==> src/rtl/sram_ramp_checker_fifo.sv <==
// rtl/sram_ramp_checker_fifo.sv - in-flight address FIFO for the ramp checker
// Holds addresses of accepted reads until their in-order response returns.
module ramp_check_fifo #(
  parameter  int W     = 19,
  parameter  int DEPTH = 4,
  localparam int PW    = (DEPTH > 1) ? $clog2(DEPTH) : 1,
  localparam int CW    = $clog2(DEPTH + 1)
) (
  input  logic          clk,
  input  logic          rst,
  input  logic          push,
  input  logic [W-1:0]  push_data,
  input  logic          pop,
  output logic [W-1:0]  head,
  output logic          empty,
  output logic          full,
  output logic [CW-1:0] count
);

  logic [W-1:0]  mem_q [DEPTH];
  logic [W-1:0]  mem_d [DEPTH];
  logic [PW-1:0] wr_q, wr_d, rd_q, rd_d;
  logic [CW-1:0] cnt_q, cnt_d;

  function automatic logic [PW-1:0] ptr_inc(input logic [PW-1:0] p);
    return (p == PW'(DEPTH - 1)) ? '0 : p + PW'(1);
  endfunction

  always_comb begin
    mem_d = mem_q;
    wr_d  = wr_q;
    rd_d  = rd_q;
    cnt_d = cnt_q;
    if (push) begin
      mem_d[wr_q] = push_data;
      wr_d        = ptr_inc(wr_q);
    end
    if (pop) begin
      rd_d = ptr_inc(rd_q);
    end
    case ({push, pop})
      2'b10:   cnt_d = cnt_q + CW'(1);
      2'b01:   cnt_d = cnt_q - CW'(1);
      default: cnt_d = cnt_q;
    endcase
  end

  always_ff @(posedge clk) begin
    mem_q <= mem_d;
    if (rst) begin
      wr_q  <= '0;
      rd_q  <= '0;
      cnt_q <= '0;
    end else begin
      wr_q  <= wr_d;
      rd_q  <= rd_d;
      cnt_q <= cnt_d;
    end
  end

  assign head  = mem_q[rd_q];
  assign empty = (cnt_q == '0);
  assign full  = (cnt_q == CW'(DEPTH));
  assign count = cnt_q;

endmodule

==> config.mk <==
export PLATFORM = sky130hd
export DESIGN_NAME = ramp_check_fifo
export DESIGN_NICKNAME = d
export VERILOG_FILES = /design/src/rtl/sram_ramp_checker_fifo.sv
export SDC_FILE = /design/constraint.sdc
export NUM_CORES = 1
export LEC_CHECK = 0
export ABC_AREA = 1
export BUFFER_PORTS_ARGS = -buffer_cell sky130_fd_sc_hd__buf_2
export CORE_UTILIZATION = 54
export DETAILED_ROUTE_END_ITERATION = 8
export PLACE_DENSITY = 0.78
export SKIP_CTS_REPAIR_TIMING = 1
export SYNTH_ARGS = -nofsm -noshare
export SYNTH_HDL_FRONTEND = slang
export SYNTH_SLANG_ARGS = --single-unit
==> constraint.sdc <==
create_clock -name clk -period 1.5 [get_ports clk]
set_input_delay 0.225 -clock clk [delete_from_list [all_inputs] [get_ports clk]]
set_output_delay 0.225 -clock clk [all_outputs]
set_load 0.02 [all_outputs]
Yosys cells after proc, flatten, opt, wreduce, memory -nomap -nowiden
Index checks and enable logic that the tools add are counted.

Logic and storage cells: 33. Bits in registers: 83.

Bitwise operators: 2. Eq/ne operators: 5. Reductions and logical operators: 3. $lt $le $gt $ge: 3. Muxes and demuxes: 9. Add/sub/neg operators: 4.

Operator list (count): $bwmux W76 (1); $mux W19 (3); $bmux W19 S2 (1); $demux W19 S2 (1); $eq A2 B2 Y1 const B (3); $ge A3 B3 Y1 const B (2); $not A2 Y3 (2); $pmux W3 S2 (1); $add A2 B1 Y2 const B (2); $mux W2 (2); $add A3 B1 Y3 const B (1); $eq A3 B3 Y1 const B (1); $logic_not A3 Y1 (1); $lt A3 B1 Y1 const B (1); $sub A3 B1 Y3 const B (1); $eq A2 B1 Y1 const B (1); $reduce_bool A2 Y1 (1); $logic_and A1 B1 Y1 (1).

Longest topological paths before layout
Word-level depth: 6. Mapped depth: 10. Depth with buffers taken out: 10.

Least setup slack after synthesis
OpenSTA, ideal clock, no wires.

Path kind: reg-to-reg. From: register cnt_q[0] (netlist: count[0]). To: register cnt_q[2] (netlist: count[2]). Cell stages (with the launch flop): 9. Period minus slack after synthesis: 1399 ps. Arrival: 1289 ps. Data required time: 1390 ps. Buffers on the path: 0. Setup slack: 101 ps. Cells stage by stage: dfxtp_1 inv_1 fa_1 inv_1 nand2_1 nand3_1 nand2_1 inv_1 nor2_1.

Longest elaborated chain between the ends: 2. Elaborated cells between the ends (all ways): 3.

Ends and longest elaborated chain: start, declared (RTL line 23) `logic [CW-1:0] cnt_q, cnt_d;`; start signal, assigned (RTL line 57) `cnt_q <= cnt_d;`; $sub A3 B1 Y3 / $add A3 B1 Y3 (equally long branches) (RTL line 43, 42); $pmux W3 S2 * (RTL line 41) `case ({push, pop})`.

Mark *: on every way between the ends. The rest lies on a longest branch, timed or not. A chain may end at the register's enable or synchronous reset.

Worst setup path after layout
From: register rd_q[0]. To: output head[2].

Longest elaborated chain between the ends: 4.

Ends and longest elaborated chain: start, declared (RTL line 22) `logic [PW-1:0] wr_q, wr_d, rd_q, rd_d;`; start signal, assigned (RTL line 56) `rd_q <= rd_d;`; $not A2 Y3 (implied by the code) (RTL line 61) `assign head = mem_q[rd_q];`; $bmux W19 S2 (RTL line 61); $mux W19 (implied by the code) (2 in a row) (RTL line 61); end, declared (RTL line 14) `output logic [W-1:0] head,`.

No other way between the ends. The select of a mux whose other input is x is not followed.

==> impl_metrics.env <==
export IMPL_outcome="finished, violations left"
export IMPL_violations="setup timing"
export IMPL_rsz0062_at_grt="true"
export IMPL_drt_iter0_markers=133
export IMPL_cp_arrival_ns=1.50
export IMPL_numClockSinks=83
export IMPL_cts_buffers=9
export IMPL_synth_distinct_cells=24
export IMPL_cts_root_buf="clkbuf_8"
export IMPL_tightest_slew_ns=0.315
export IMPL_ys_seq_area_share_pct=68.6
export IMPL_start_kind="flop"
export IMPL_fin_skew_ns=0.00653
export IMPL_total_leakage_power_nw=1.63
export IMPL_die_x_um=82.9
export IMPL_path_depth=4
export IMPL_crit_chain="buf_12, o21ai_0, o22ai_2, buf_4"
export IMPL_grt_first_pass_wirelength_um=9810
export IMPL_globalRoute_totalOverflow=0
export IMPL_syn_num_nets=272
export IMPL_vias_per_cell=5.40
export IMPL_initial_utilization_pct=55.9
export IMPL_synth_edf_count=76
export IMPL_grt_max_degree=22
export IMPL_place_gp_congestion=0.739
export IMPL_max_stage_delay_ns=0.39
export IMPL_reg2reg_slack_ns=0.18
export IMPL_syn_to_final_growth_pct=23.8
export IMPL_port_buffers=46
export IMPL_synth_area_mm2=0.00353
export IMPL_timing_final_hold_violations=0
export IMPL_yosysWarnings=0
export IMPL_firstDrtPassIters=4
export IMPL_mostFrequentLayoutCells="76 x edfxtp_1, 29 x buf_2, 22 x nor2_1"
export IMPL_critPathTopFamily="compound AO/OA/AOI/OAI gates"
export IMPL_worstSetupPathType="flop to output port"
export IMPL_required_ns=1.27
export IMPL_core_mm2=0.00631
export IMPL_path_buf_inv=2
export IMPL_vias=2083
export IMPL_drv_cap=0
export IMPL_place_ws_ns=0.0272
export IMPL_design_area_mm2=0.00437
export IMPL_num_rows=29
export IMPL_cts_max_path_buffers=2
export IMPL_first_global_vias=2072
export IMPL_io_pins=47
export IMPL_placed_area_mm2=0.00395
export IMPL_fmax_mhz=579
export IMPL_drive_gt1_share_pct=43.0
export IMPL_avgSynthCellArea_um2=14.6
export IMPL_setup_ws_ns=-0.226
export IMPL_crit_fanout=20
export IMPL_slew_violations=0
export IMPL_synth_main_ff_cell="edfxtp_1"
export IMPL_period_share_pct=115
export IMPL_netlist_instances=242
export IMPL_nNetsFinal=334
export IMPL_cts_tree="done"
export IMPL_antenna_found_initial=0
export IMPL_grtUsageTotal_pct=18.9
export IMPL_antenna_cells=0
export IMPL_cp_end_kind="output port"
export IMPL_slew_headroom_pct=78.8
export IMPL_hold_path_class="input pin to flop"
export IMPL_drcViolationCount=0
export IMPL_setup_viol=19
export IMPL_worstSkewPairLatency_ns=0.35
export IMPL_ff2ff_path_depth=8
export IMPL_fin_crit_ns=1.73
export IMPL_clkTransAtPathRegs_ns=0.07
export IMPL_die_area_mm2=0.00687
export IMPL_power_density_mw_per_mm2=1160
export IMPL_wirelength_um=6520
export IMPL_crit_slowest_cell="dfxtp_4"
export IMPL_final_common_cell="edfxtp_1"
export IMPL_antenna_left=0
export IMPL_die_h_um=82.9
export IMPL_synthArstFlopShare_pct=0
export IMPL_whs_path_depth=2
export IMPL_peakVddDrop_mv=0.676
export IMPL_routedWlPerCell_um=16.9
export IMPL_dpl_hpwl_um=3900
export IMPL_cts_max_level=3
export IMPL_ys_seq_elements=83
final timing paths:
check	endpoint	start
setup reg to reg	count[2]$_SDFFE_PP0P_	count[1]$_SDFFE_PP0P_
setup / recovery	head[2]	rd_q[0]$_SDFFE_PP0P_
hold / removal	wr_q[0]$_SDFFE_PP0P_	rst
hold reg to reg	wr_q[1]$_SDFFE_PP0P_	wr_q[1]$_SDFFE_PP0P_
flip-flops by register name, indices dropped and copies added (netlist names):
signal  cells
mem_q      76
count       3
rd_q        2
wr_q        2
Yosys cell counts (2+ instances only):
| library cell | number | area, µm² |
|---|---|---|
| nand2_1 | 8 | 30.0 |
| dfxtp_1 | 7 | 140 |
| edfxtp_1 | 76 | 2280 |
| inv_2 | 2 | 7.51 |
| nor3_1 | 4 | 20.0 |
| o22ai_2 | 19 | 238 |
| o21ai_0 | 41 | 205 |
| buf_12 | 2 | 40.0 |
| a21oi_1 | 6 | 30.0 |
| nor2_4 | 18 | 203 |
| ha_1 | 6 | 75.1 |
| inv_1 | 15 | 56.3 |
| buf_2 | 6 | 30.0 |
| nor2_1 | 22 | 82.6 |
per-layer routing:
metal  up-vias  routed length (µm)  GRT usage [%]
li1       1007                   -              -
met1      1017                2720           23.0
met2        47                3400           31.1
met3        12                 275           3.18
met4         0                 123           12.4
met5         -                   0              0
power breakdown:
part	total, mW	switching (mW)	internal (mW)
Clock	1.51	0.763	0.746
Combinational	0.892	0.509	0.383
Sequential	2.68	0.0504	2.63
final cells by class:
type                            instances  area [µm²]
Clock buffer                            9         124
Tap cell                               77        96.3
Clock inverter                          7        58.8
Fill cell                             443        1940
Timing Repair Buffer                   63         582
Inverter                               18        77.6
Multi-Input combinational cell        129        1010
Sequential cell                        83        2430
per-stage QoR:
| stage | util (%) | hold WS [ns] | instances | TNS (ns) | power (mW) |
|---|---|---|---|---|---|
| floorplan | - | 0.297 | 242 | 0 | 3.21 |
| global placement | 62.5 | 0.434 | 367 | 0 | 3.45 |
| detailed placement | 62.5 | 0.437 | 367 | 0 | 3.48 |
| CTS | 65.4 | 0.0623 | 383 | -4.24 | 4.95 |
| global route | 69.3 | 0.0816 | 386 | -2.92 | 5.24 |
| finish | 69.3 | 0.0772 | 386 | -2.06 | 5.08 |
cell families after synthesis:
family | share of synthesized area, %
flops | 68.6
compound gates | 13.9
simple gates | 9.99
buf+inv | 4.89
fa+ha+maj | 2.69
Power figures use the tool's default switching activity.
